==> src/rtl/shift_add_multiplier.sv <==
// rtl/shift_add_multiplier.sv - sequential shift-add multiplier, signed/unsigned, one bit per clock
module shift_add_multiplier #(
  parameter int WIDTH = 16
) (
  input  logic                 clk,
  input  logic                 rst,
  input  logic                 start,
  input  logic                 signed_mode,
  input  logic [WIDTH-1:0]     a,
  input  logic [WIDTH-1:0]     b,
  output logic                 busy,
  output logic                 done,
  output logic [2*WIDTH-1:0]   product
);

  localparam int PW = 2 * WIDTH;
  localparam int CW = (WIDTH > 2) ? $clog2(WIDTH) : 1;

  typedef enum logic [1:0] {
    IDLE = 2'd0,
    RUN  = 2'd1,
    DONE = 2'd2
  } state_t;

  state_t          state, state_next;
  logic [CW-1:0]   cnt;
  logic [WIDTH-1:0] mcand;
  logic [WIDTH-1:0] mplier;
  logic [PW-1:0]   acc;
  logic            neg;

  logic            capture;
  logic            last;
  logic [WIDTH-1:0] a_mag;
  logic [WIDTH-1:0] b_mag;
  logic [WIDTH:0]  sum;
  logic [PW-1:0]   acc_next;
  logic [PW-1:0]   result;

  // Operand magnitudes and one iteration of the add-then-shift datapath
  always_comb begin
    a_mag    = (signed_mode && a[WIDTH-1]) ? (~a + WIDTH'(1)) : a;
    b_mag    = (signed_mode && b[WIDTH-1]) ? (~b + WIDTH'(1)) : b;
    // Carry out of the upper half is kept so the shift never drops a bit
    sum      = {1'b0, acc[PW-1:WIDTH]} + (mplier[0] ? {1'b0, mcand} : {(WIDTH+1){1'b0}});
    acc_next = {sum, acc[WIDTH-1:1]};
    result   = neg ? (~acc_next + PW'(1)) : acc_next;
    last     = (cnt == CW'(WIDTH - 1));
  end

  // Next-state logic; start is only honoured in IDLE and DONE
  always_comb begin
    state_next = state;
    capture    = 1'b0;
    case (state)
      IDLE: begin
        if (start) begin
          capture    = 1'b1;
          state_next = RUN;
        end
      end
      RUN: begin
        if (last) state_next = DONE;
      end
      DONE: begin
        if (start) begin
          capture    = 1'b1;
          state_next = RUN;
        end else begin
          state_next = IDLE;
        end
      end
      default: state_next = IDLE;
    endcase
  end

  // State, registered status outputs, operand capture and iteration registers
  always_ff @(posedge clk) begin
    if (rst) begin
      state   <= IDLE;
      busy    <= 1'b0;
      done    <= 1'b0;
      product <= '0;
      cnt     <= '0;
      mcand   <= '0;
      mplier  <= '0;
      acc     <= '0;
      neg     <= 1'b0;
    end else begin
      state <= state_next;
      busy  <= (state_next == RUN);
      done  <= (state_next == DONE);
      if (capture) begin
        mcand  <= a_mag;
        mplier <= b_mag;
        neg    <= signed_mode & (a[WIDTH-1] ^ b[WIDTH-1]);
        acc    <= '0;
        cnt    <= '0;
      end else if (state == RUN) begin
        acc    <= acc_next;
        mplier <= mplier >> 1;
        cnt    <= cnt + CW'(1);
        // Product only moves on the completing edge
        if (last) product <= result;
      end
    end
  end

endmodule

==> config.mk <==
export PLATFORM = sky130hd
export DESIGN_NAME = shift_add_multiplier
export DESIGN_NICKNAME = d
export VERILOG_FILES = /design/src/rtl/shift_add_multiplier.sv
export SDC_FILE = /design/constraint.sdc
export NUM_CORES = 1
export LEC_CHECK = 0
export ABC_CLOCK_PERIOD_IN_PS = 4400
export BUFFER_PORTS_ARGS = -buffer_cell sky130_fd_sc_hd__buf_4
export CORE_MARGIN = 2
export CORE_UTILIZATION = 50
export DETAILED_ROUTE_END_ITERATION = 12
export PLACE_DENSITY = 0.79
export SLEW_MARGIN = 10
export SYNTH_ARGS = -nofsm -noshare
export SYNTH_HDL_FRONTEND = slang
export SYNTH_SLANG_ARGS = --single-unit
export TNS_END_PERCENT = 20
==> constraint.sdc <==
create_clock -name clk -period 4.4 [get_ports clk]
set_clock_uncertainty 0.05 [all_clocks]
set_input_delay 0.88 -clock clk [delete_from_list [all_inputs] [get_ports clk]]
set_output_delay 0.88 -clock clk [all_outputs]
set_load 0.02 [all_outputs]
==> summary.md, run 1 <==
| Metric | Value |
|---|---|
| Outcome | `completed` |
| Required @ worst endpoint | `4.63 ns` |
| Input/output buffers | `roughly 70` |
| Grt ovf | `0` |
| Via-to-Cell Ratio | `5.63` |
| Net Count, Synth | `approximately 820` |
| Gr usage total | `0.208` |
| Critical Path Source Type | `register` |
| Pwr Density | `between 300 and 400 mW/mm²` |
| Antenna-violating nets left | `0` |
| Vias in the first global route | `between 4000 and 5000` |
| Yosys reg bits | `104` |
| RePlAce Congestion | `about 0.9` |
| Post-synth cell types | `75` |
| # nets final | `860` |
| Dominant synthesized flop cell | `dfxtp_1` |
| Initial Utilization | `0.511` |
| Yosys Warn Count | `0` |
| Setup CP Type | `reg2reg` |
| Hold WC Path Type | `reg2reg` |
| Vias | `around 5400` |
| Drt total wl | `13600 µm` |
| Num CTS Buffers | `9` |
| Met1 Track Usage GR | `0.283` |
| Rows | `40` |
| Antenna Cells | `0` |
| Fillers | `1110` |
| # hold bufs at CTS | `0` |
| Most used routing layer | `met2` |
| 1st-pass router iterations | `4` |
| Slew headroom | `0.258` |
| Top Ports | `70` |
| Final hold vios | `0` |
| First-pass GRT wire length | `22500 µm` |
| Worst-Margin Slew | `between 1 and 1.5 ns` |
| Fraction of registers with async set/reset | `0` |
| Hold Slack | `between 0.3 and 0.4 ns` |
| Period utilization | `0.827` |
| Final Setup Violations | `0` |
| Largest net degree at the start of global routing | `71` |
| Number of post-CTS setup repair buffers | `0` |
| Mapped Area | `~0.0061 mm²` |
| Clock Path Buffers | `2` |
| CTS H-tree lvls | `3` |
| TNS Setup | `0 ns` |
| Worst Setup End Kind | `register` |
| M3 GR Usage | `0.0337` |
| Full die area | `0.0132 mm²` |
| Static Leak | `approximately 2.6 nW` |
| Register clock-pin slew on the reported worst setup and hold paths | `0.07 ns` |
| Die Span Y | `approximately 110 µm` |
| Worst path arrival time | `between 3 and 4 ns` |
| Slew Viols, Final | `0` |
| Met2 Usage GRT | `0.343` |
| Mean Syn Cell Area | `~8 µm²` |
| Initial antenna violation count | `0` |
| PostCTS Resize Cnt | `0` |
| CORE AREA | `0.0120 mm²` |
| Clk_lat worst skew | `between 0.3 and 0.4 ns` |
| Iteration-0 DRC Markers | `286` |
| CTS Root Buffer Type | `clkbuf_16` |
| Synthesis-to-finish area growth | `14.3%` |
| Register area share after synthesis | `0.339` |
| Max-Cap Viols | `0` |
| Die X | `115 µm` |
| DRC | `0` |
| Worst-path maximum fanout | `17` |
| Avg WL per Cell | `roughly 14 µm` |
| DPL Wire Length | `between 9000 and 10000 µm` |
| Peak Freq | `roughly 0.27 GHz` |
| Worst vdd ir | `just over 0.2 mV` |
| RSZ-0062 raised after global routing | `false` |
| CTS tree | `built` |
| Layout cell share with drive strength beyond 1 | `0.157` |
| CTS sink count | `about 100` |
| Post-route minimum period | `about 3.6 ns` |
| EDFF count, synth | `0` |
| Cells after Synth | `approximately 770` |
[where the power goes]
| group | internal [mW] | switching (mW) | leakage (nW) |
|---|---|---|---|
| combinational | 0.123 | 0.185 | 1.65 |
| sequential | 0.973 | 0.0223 | 0.846 |
| clock | 0.502 | 0.363 | 0.153 |
| total | 1.60 | 0.570 | 2.65 |
[critical path, stage by stage, from the launching register on]
cell      delay [ns]
dfxtp_1         0.57
and2_1          0.21
ha_1            0.19
inv_1           0.07
fa_1            0.41
nand2b_1        0.18
a21o_1          0.21
a211oi_2        0.42
nor4b_4         0.35
nand4_2         0.21
nor4_2          0.22
a21oi_2         0.10
xnor2_1         0.15
a211oi_2        0.23
[cell type report]
cell class	instances	area, µm²	area share
clock buffers	10	229	0.0326
clock inverters	6	90.1	0.0128
inverters	14	52.6	0.00749
multi-input cells	600	3820	0.545
flip-flops and latches	104	2080	0.297
well taps	147	184	0.0262
repair buffers	74	556	0.0792
[state kept, by name, indices dropped and copies added (netlist names)]
signal and flops:
busy 1, neg 1, product 32, mcand 16, done 1, acc 31, state 2, cnt 4
mplier 16
[final timing paths]
kind             start     endpoint  slack, ns  cells after the start
min          mcand[14]    mcand[14]       0.40                      2
max          mplier[0]  product[30]       0.76                     13
max reg2reg  mplier[0]  product[30]       0.76                     13
min reg2reg  mcand[14]    mcand[14]       0.40                      2
[kinds of logic (layout without fill, tap and decap cells)]
kind of cell / after synthesis / count (layout) / synth area share
flip-flops: 104 / 104 / 0.339
buffers and inverters: 61 / 104 / 0.0406
AO/OA/AOI/OAI: 192 / 192 / 0.226
adder cells (fa/ha/maj): 21 / 21 / 0.0441
multiplexers: 4 / 4 / 0.00673
AND/OR/NAND/NOR: 320 / 320 / 0.249
XOR/XNOR: 63 / 63 / 0.0936
[cell usage after synthesis (3+ instances only)]
library cell | instances | area, µm²
a311oi_1 | 17 | 149
nor2b_1 | 5 | 31.3
ha_1 | 20 | 250
a211oi_2 | 6 | 75.1
or3_1 | 4 | 25.0
o21ai_0 | 22 | 110
o41ai_1 | 3 | 26.3
xor2_1 | 42 | 368
nor3_1 | 8 | 40.0
nand4_1 | 5 | 31.3
clkbuf_1 | 40 | 150
nand2b_1 | 9 | 56.3
o31ai_1 | 10 | 75.1
buf_2 | 4 | 20.0
inv_1 | 14 | 52.6
and2_1 | 20 | 125
a21o_1 | 5 | 37.5
nor2_1 | 102 | 383
o21a_1 | 3 | 22.5
nor3b_1 | 3 | 22.5
nand3_1 | 11 | 55.1
a211oi_1 | 40 | 300
a21oi_1 | 53 | 265
mux2i_1 | 3 | 30.0
nand2_1 | 123 | 462
dfxtp_1 | 104 | 2080
nor4_1 | 5 | 31.3
xnor2_1 | 18 | 158
or4_1 | 3 | 22.5
a31oi_1 | 4 | 25.0
[cell usage in the layout, fill, tap and decap left out, types with 3 or more instances in the layout]
master / Yosys / final
nand2_1: 123 / 123
dfxtp_1: 104 / 104
nor2_1: 102 / 101
buf_4: 0 / 74
a21oi_1: 53 / 53
xor2_1: 42 / 42
a211oi_1: 40 / 40
o21ai_0: 22 / 22
and2_1: 20 / 20
ha_1: 20 / 20
xnor2_1: 18 / 18
a311oi_1: 17 / 17
inv_1: 14 / 14
nand3_1: 11 / 11
o31ai_1: 10 / 10
nand2b_1: 9 / 9
clkbuf_16: 0 / 9
nor3_1: 8 / 8
a211oi_2: 6 / 6
nor4_1: 5 / 5
nand4_1: 5 / 5
a21o_1: 5 / 5
a31oi_1: 4 / 4
or3_1: 4 / 4
o41ai_1: 3 / 3
mux2i_1: 3 / 3
or4_1: 3 / 3
o21a_1: 3 / 3
nor2b_1: 5 / 3
nor3b_1: 3 / 3
[metal layers]
metal  wire length (µm)  share of wire  vias up
li1                   -              -     2775
met1               6720           0.49     2472
met5                  0              0        -
met4                171          0.013        0
met3                581          0.043       15
met2               6110           0.45      113
[per-stage QoR]
step | power (mW) | cell area (µm²) | util | std cells | worst slack [ns]
after floorplan | 1.23 | 6130 | - | 765 | 1.13
after CTS | 2.18 | 7010 | 0.584 | 955 | 0.795
after global placement | 1.32 | 6690 | 0.557 | 939 | 0.942
after detailed placement | 1.32 | 6690 | 0.557 | 939 | 0.807
final | 2.17 | 7010 | 0.584 | 955 | 0.759
after global routing | 2.25 | 7010 | 0.584 | 955 | 0.425
Note: power is estimated with default switching activity, not from simulation.
==> run 2: changes to the inputs <==
Settings changed: ABC_CLOCK_PERIOD_IN_PS 4400 to 3700.
Clock period 4.4 ns to 3.7 ns, I/O delays scaled along.
==> summary.md, run 2 (synthesis gave the netlist of run 1 again) <==
| Metric | Value |
|---|---|
| Outcome | `completed` |
| Required @ worst endpoint | `3.92 ns (-0.71 ns)` |
| Peak Freq | `0.304 GHz (+11%)` |
| Setup CP Type | `reg2reg` |
| Full die area | `0.0132 mm² (unchanged)` |
| Post-route minimum period | `3.29 ns (-0.350 ns)` |
| Register clock-pin slew on the reported worst setup and hold paths | `0.07 ns (about the same)` |
| Area of the multi-input gates | `0.00382 mm² (unchanged)` |
| Largest Register | `product` |
| Reg-to-reg endpoint | `product[30]` |
| Vias | `5388 (+0.24%)` |
| Grt ovf | `0 (unchanged)` |
| Worst-path maximum fanout | `5 (-12)` |
| Avg WL per Cell | `14.2 µm (about the same)` |
| Initial antenna violation count | `0 (unchanged)` |
| Static Leak | `2.67 nW (+0.77%)` |
| Max FFs per register | `32 (unchanged)` |
| Worst-Margin Slew | `0.955 ns (-0.153 ns)` |
| Clock Path Buffers | `2 (unchanged)` |
| Min-Delay Endpoint | `mcand[10]` |
| Final Power | `2.46 mW (+13%)` |
| Synthesis-to-finish area growth | `14.6%` |
| Placed instance area | `0.00675 mm² (+0.79%)` |
| 1st-pass router iterations | `4 (unchanged)` |
| CORE AREA | `0.0120 mm² (unchanged)` |
| Worst Setup End Kind | `register` |
| PostCTS Resize Cnt | `0 (unchanged)` |
| Fin worst setup slack | `0.410 ns (-0.350 ns)` |
| Layout cell share with drive strength beyond 1 | `0.165 (+0.00744)` |
| # nets final | `867 (+0.81%)` |
| Initial Utilization | `0.511 (unchanged)` |
| Commonest non-fill, non-tap cell in the layout | `nand2_1` |
| CTS tree | `built` |
| Period utilization | `0.889 (+0.0618)` |
| Max-Cap Viols | `0 (unchanged)` |
| Drt total wl | `13700 µm (+0.68%)` |
| Final Setup Violations | `0 (unchanged)` |
| CTS sink count | `104 (unchanged)` |
| Rows | `40 (unchanged)` |
| Register area | `0.00208 mm² (unchanged)` |
| CTS Root Buffer Type | `clkbuf_16` |
| Slew Viols, Final | `0 (unchanged)` |
| First-pass GRT wire length | `23000 µm (+2.0%)` |
| Gr usage total | `0.212 (+0.00432)` |
| Vias in the first global route | `4867 (+1.9%)` |
| Antenna-violating nets left | `0 (unchanged)` |
| Reg2reg start | `mplier[0]` |
| Hold Slack | `0.396 ns (-0.00381 ns)` |
| Largest net degree at the start of global routing | `50 (-30%)` |
| DPL Wire Length | `9840 µm (+1.2%)` |
| Worst reg2reg path depth | `13 (unchanged)` |
| Fillers | `1100 (-0.90%)` |
| Place WS | `0.450 ns (-0.357 ns)` |
| Via-to-Cell Ratio | `5.61 (-0.38%)` |
| Die X | `115 µm (unchanged)` |
| Most frequent cells in the layout | `nand2_1 (123), dfxtp_1 (104), nor2_1 (101), buf_4 (81), a21oi_1 (53)` |
| Source of the worst hold timing path | `mcand[10]` |
| Pwr Density | `350 mW/mm² (+13%)` |
| Clk_lat worst skew | `0.35 ns (about the same)` |
| RSZ-0062 raised after global routing | `false` |
| Antenna Cells | `0 (unchanged)` |
| CTS H-tree lvls | `3 (unchanged)` |
| Fin area | `0.00703 mm² (+0.23%)` |
| Worst vdd ir | `0.216 mV (+6.6%)` |
| Die Span Y | `115 µm (unchanged)` |
| Hold WC Path Type | `reg2reg` |
| # hold bufs at CTS | `0 (unchanged)` |
| Final hold vios | `0 (unchanged)` |
| TNS Setup | `0 ns (unchanged)` |
| Worst path arrival time | `3.51 ns (-0.36 ns)` |
| Worst Hold Depth | `2 (unchanged)` |
| Num CTS Buffers | `9 (unchanged)` |
| RePlAce Congestion | `0.862 (-2.1%)` |
| DRC | `0 (unchanged)` |
| Input/output buffers | `69 (unchanged)` |
| Critical Path Source Type | `register` |
| Number of post-CTS setup repair buffers | `0 (unchanged)` |
| Iteration-0 DRC Markers | `344 (+20%)` |
| Slew headroom | `0.362 (+0.104)` |
| Registers with the most flip-flops | `product (32), acc (31)` |
| Internal reg-to-reg setup slack | `0.41 ns (-0.35 ns)` |
| Top Ports | `70 (unchanged)` |
[run 2: changes by cell type in the layout (fill, tap and decap cells not counted), sizes merged]
cell	previous run	this run
buf	74	81
bufinv	2	0
clkbuf	10	11
clkinv	1	3
inv	16	14
[run 2: worst max-delay path: stages, from the launching register on]
cell	delay, ns
dfxtp_1	0.32
and2_1	0.12
ha_1	0.18
inv_1	0.06
fa_1	0.41
nand2b_1	0.19
a21o_1	0.22
a211oi_2	0.41
nor4b_4	0.36
nand4_2	0.22
nor4_2	0.22
a21oi_2	0.10
xnor2_1	0.15
a211oi_2	0.21
[run 2: worst max path at each step]
stage	startpoint	slack (ns)	endpoint	cells after the start
2_1_floorplan	mplier[0]	0.43	product[30]	14
3_3_place_gp	mplier[0]	0.55	product[30]	13
3_5_place_dp	mplier[0]	0.45	product[30]	13
4_1_cts	mplier[0]	0.42	product[30]	13
5_1_grt	mplier[0]	0.13	product[30]	13
6_report	mplier[0]	0.41	product[30]	13
[run 2: metal layers]
layer  vias to the layer above  track usage  wire, µm
met2                       145        0.349      6220
met3                        19       0.0427       655
met5                         -            0         0
li1                       2787            -         -
met4                         0       0.0651       200
met1                      2437        0.282      6600
[run 2: report_power, final]
group	internal (mW)	switching, mW
Sequential	1.16	0.0211
Clock	0.490	0.411
Combinational	0.152	0.228
[run 2: final cells by class]
| class | count | area share |
|---|---|---|
| clock buffers | 11 | 0.0360 |
| clock inverters | 4 | 0.00427 |
| inverters | 14 | 0.00748 |
| multi-input cells | 600 | 0.543 |
| flip-flops and latches | 104 | 0.296 |
| well taps | 147 | 0.0262 |
| repair buffers | 81 | 0.0865 |
[run 2: per-stage QoR]
stage,utilization,cells
2_1_floorplan,-,765
3_3_place_gp,0.562,946
3_5_place_dp,0.562,946
4_1_cts,0.585,961
5_1_grt,0.585,961
6_report,0.585,961
==> run 3: changes to the inputs <==
Settings changed: BUFFER_PORTS_ARGS -buffer_cell sky130_fd_sc_hd__buf_4 to -buffer_cell sky130_fd_sc_hd__buf_2, CORE_ASPECT_RATIO set to 0.75.
==> summary.md, run 3 (synthesis gave the netlist of run 1 again) <==
| Metric | Value |
|---|---|
| Outcome | `completed` |
| CTS Root Buffer Type | `clkbuf_16` |
| Register clock-pin slew on the reported worst setup and hold paths | `0.07 ns (about the same)` |
| Reg-to-reg endpoint | `product[31]` |
| Worst-Margin Slew | `0.990 ns (+0.0347 ns)` |
| 1st-pass router iterations | `5 (+1)` |
| Most frequent cells in the layout | `nand2_1 (123), dfxtp_1 (104), nor2_1 (101), buf_2 (69), a21oi_1 (53)` |
| Final hold vios | `0 (unchanged)` |
| Util after Layout | `0.585 (about the same)` |
| Full die area | `0.0132 mm² (about the same)` |
| Internal reg-to-reg setup slack | `0.29 ns (-0.12 ns)` |
| Rows | `34 (-15%)` |
| Critical Path Max Stage Delay | `0.44 ns (+0.03 ns)` |
| Final Setup Violations | `0 (unchanged)` |
| Drt total wl | `14500 µm (+6.2%)` |
| Worst Setup End Kind | `register` |
| CTS tree | `built` |
| # nets final | `866 (-0.12%)` |
| Reg2reg start | `mplier[0]` |
| Worst Path Buf+Inv | `1 (unchanged)` |
| TNS Setup | `0 ns (unchanged)` |
| Slew Viols, Final | `0 (unchanged)` |
| Grt ovf | `0 (unchanged)` |
| Post-route minimum period | `3.41 ns (+0.121 ns)` |
| CORE AREA | `0.0118 mm² (-1.9%)` |
| Period utilization | `0.922 (+0.0327)` |
| Largest Register | `product` |
| Fin worst setup slack | `0.288 ns (-0.121 ns)` |
| First-pass GRT wire length | `24800 µm (+8.1%)` |
| Place WS | `0.343 ns (-0.107 ns)` |
| Final Power | `2.53 mW (+2.9%)` |
| Synthesis-to-finish area growth | `12.4%` |
| Number of post-CTS setup repair buffers | `0 (unchanged)` |
| Crit-path slowest cell | `nor4_1` |
| Initial antenna violation count | `0 (unchanged)` |
| Fin area | `0.00689 mm² (-1.9%)` |
| Max-Cap Viols | `0 (unchanged)` |
| Layout cell share with drive strength beyond 1 | `0.165 (unchanged)` |
| Critical Path Source Type | `register` |
| DRC | `0 (unchanged)` |
| Pwr Density | `367 mW/mm² (+4.9%)` |
| Num CTS Buffers | `9 (unchanged)` |
| Origin of the worst setup path | `mplier[0]` |
| Vias | `5508 (+2.2%)` |
| Die X | `132 µm (+15%)` |
| Internal power | `1.85 mW (+2.6%)` |
| Commonest non-fill, non-tap cell in the layout | `nand2_1` |
| Antenna-violating nets left | `0 (unchanged)` |
| Worst-path maximum fanout | `5 (unchanged)` |
| Fin cells | `976 (+1.6%)` |
| Switching share of power | `0.271 (+0.00226)` |
| End of the critical path | `product[31]` |
| Iteration-0 DRC Markers | `387 (+13%)` |
| Placed Instances | `960 (+1.5%)` |
| Die Span Y | `99.9 µm (-13%)` |
| Via-to-Cell Ratio | `5.64 (+0.66%)` |
| Setup CP Type | `reg2reg` |
| Vias in the first global route | `5045 (+3.7%)` |
| RSZ-0062 raised after global routing | `false` |
| Required @ worst endpoint | `3.88 ns (-0.04 ns)` |
| Crit. path cell count | `13 (unchanged)` |
| Placed instance area | `0.00659 mm² (-2.4%)` |
| Avg WL per Cell | `14.9 µm (+4.6%)` |
| Clk_lat worst skew | `0.35 ns (about the same)` |
| Slew headroom | `0.337 (-0.0246)` |
| Peak Freq | `0.293 GHz (-3.5%)` |
| Input/output buffers | `69 (unchanged)` |
| Max FFs per register | `32 (unchanged)` |
| Gr usage total | `0.229 (+0.0169)` |
| Static Leak | `2.64 nW (-0.90%)` |
| # hold bufs at CTS | `0 (unchanged)` |
| Worst vdd ir | `0.223 mV (+3.3%)` |
| Clk network pwr share | `0.387 (+0.021)` |
| Hold WC Path Type | `reg2reg` |
| Net switching power of the design | `0.685 mW (+3.8%)` |
| CTS H-tree lvls | `3 (unchanged)` |
| Top Ports | `70 (unchanged)` |
| Worst reg2reg path depth | `13 (unchanged)` |
| RePlAce Congestion | `0.869 (+0.88%)` |
| Antenna Cells | `0 (unchanged)` |
| Clock Path Buffers | `2 (unchanged)` |
| Logic pwr share | `0.148 (-0.007)` |
| Worst path arrival time | `3.59 ns (+0.08 ns)` |
| PostCTS Resize Cnt | `0 (unchanged)` |
| Sequential Power Share | `0.465 (-0.014)` |
| Registers with the most flip-flops | `product (32), acc (31)` |
| Initial Utilization | `0.520 (+0.00987)` |
| Crit-path leading delay family | `simple AND/OR/NAND/NOR gates` |
| Hold Slack | `0.404 ns (+0.00796 ns)` |
| CTS sink count | `104 (unchanged)` |
| Cell Chain, Critical Path | `and2_1 > ha_1 > inv_1 > fa_1 > nand2b_1 > a21o_1 > a21boi_1 > nor4_4 > nand4_1 > nor4_1 > nor2_1 > a211oi_1 > o211ai_1` |
| DPL Wire Length | `10600 µm (+7.2%)` |
| Largest net degree at the start of global routing | `58 (+16%)` |
[run 3: power by group through the flow]
stage | sequential [mW] | combinational [mW] | clock (mW)
after floorplan | 1.20 | 0.270 | 0
after global placement | 1.20 | 0.367 | 0
after detailed placement | 1.20 | 0.371 | 0
after CTS | 1.18 | 0.372 | 0.987
after global routing | 1.18 | 0.418 | 1.05
final | 1.18 | 0.374 | 0.979
[run 3: worst min-delay path, stage by stage, from the launching register on]
cell,delay (ns)
dfxtp_1,0.31
nand2_1,0.05
a21oi_1,0.05
[run 3: layer usage]
| layer | vias to the layer above | routed length (µm) | GRT usage |
|---|---|---|---|
| li1 | 2787 | - | - |
| met1 | 2564 | 7160 | 0.337 |
| met2 | 143 | 6310 | 0.341 |
| met3 | 14 | 874 | 0.0475 |
| met4 | 0 | 175 | 0.0585 |
| met5 | - | 0 | 0 |
[run 3: final cells by class]
| cell class | instances | area (µm²) |
|---|---|---|
| Clock buffer | 11 | 243 |
| Clock inverter | 5 | 63.8 |
| Sequential cell | 104 | 2080 |
| Tap cell | 162 | 203 |
| Fill cell | 1092 | 4890 |
| Inverter | 14 | 52.6 |
| Multi-Input combinational cell | 600 | 3820 |
| Timing Repair Buffer | 80 | 428 |
[run 3: how the worst min path moves through the flow]
| stage | from | to | slack (ns) | cells past startpoint |
|---|---|---|---|---|
| global placement | mcand[10] | mcand[10] | 0.39 | 2 |
| finish | product[22] | product[22] | 0.40 | 2 |
| floorplan | mcand[10] | mcand[10] | 0.38 | 2 |
| detailed placement | mcand[14] | mcand[14] | 0.39 | 2 |
| CTS | product[22] | product[22] | 0.40 | 2 |
| global route | acc[30] | acc[30] | 0.42 | 2 |
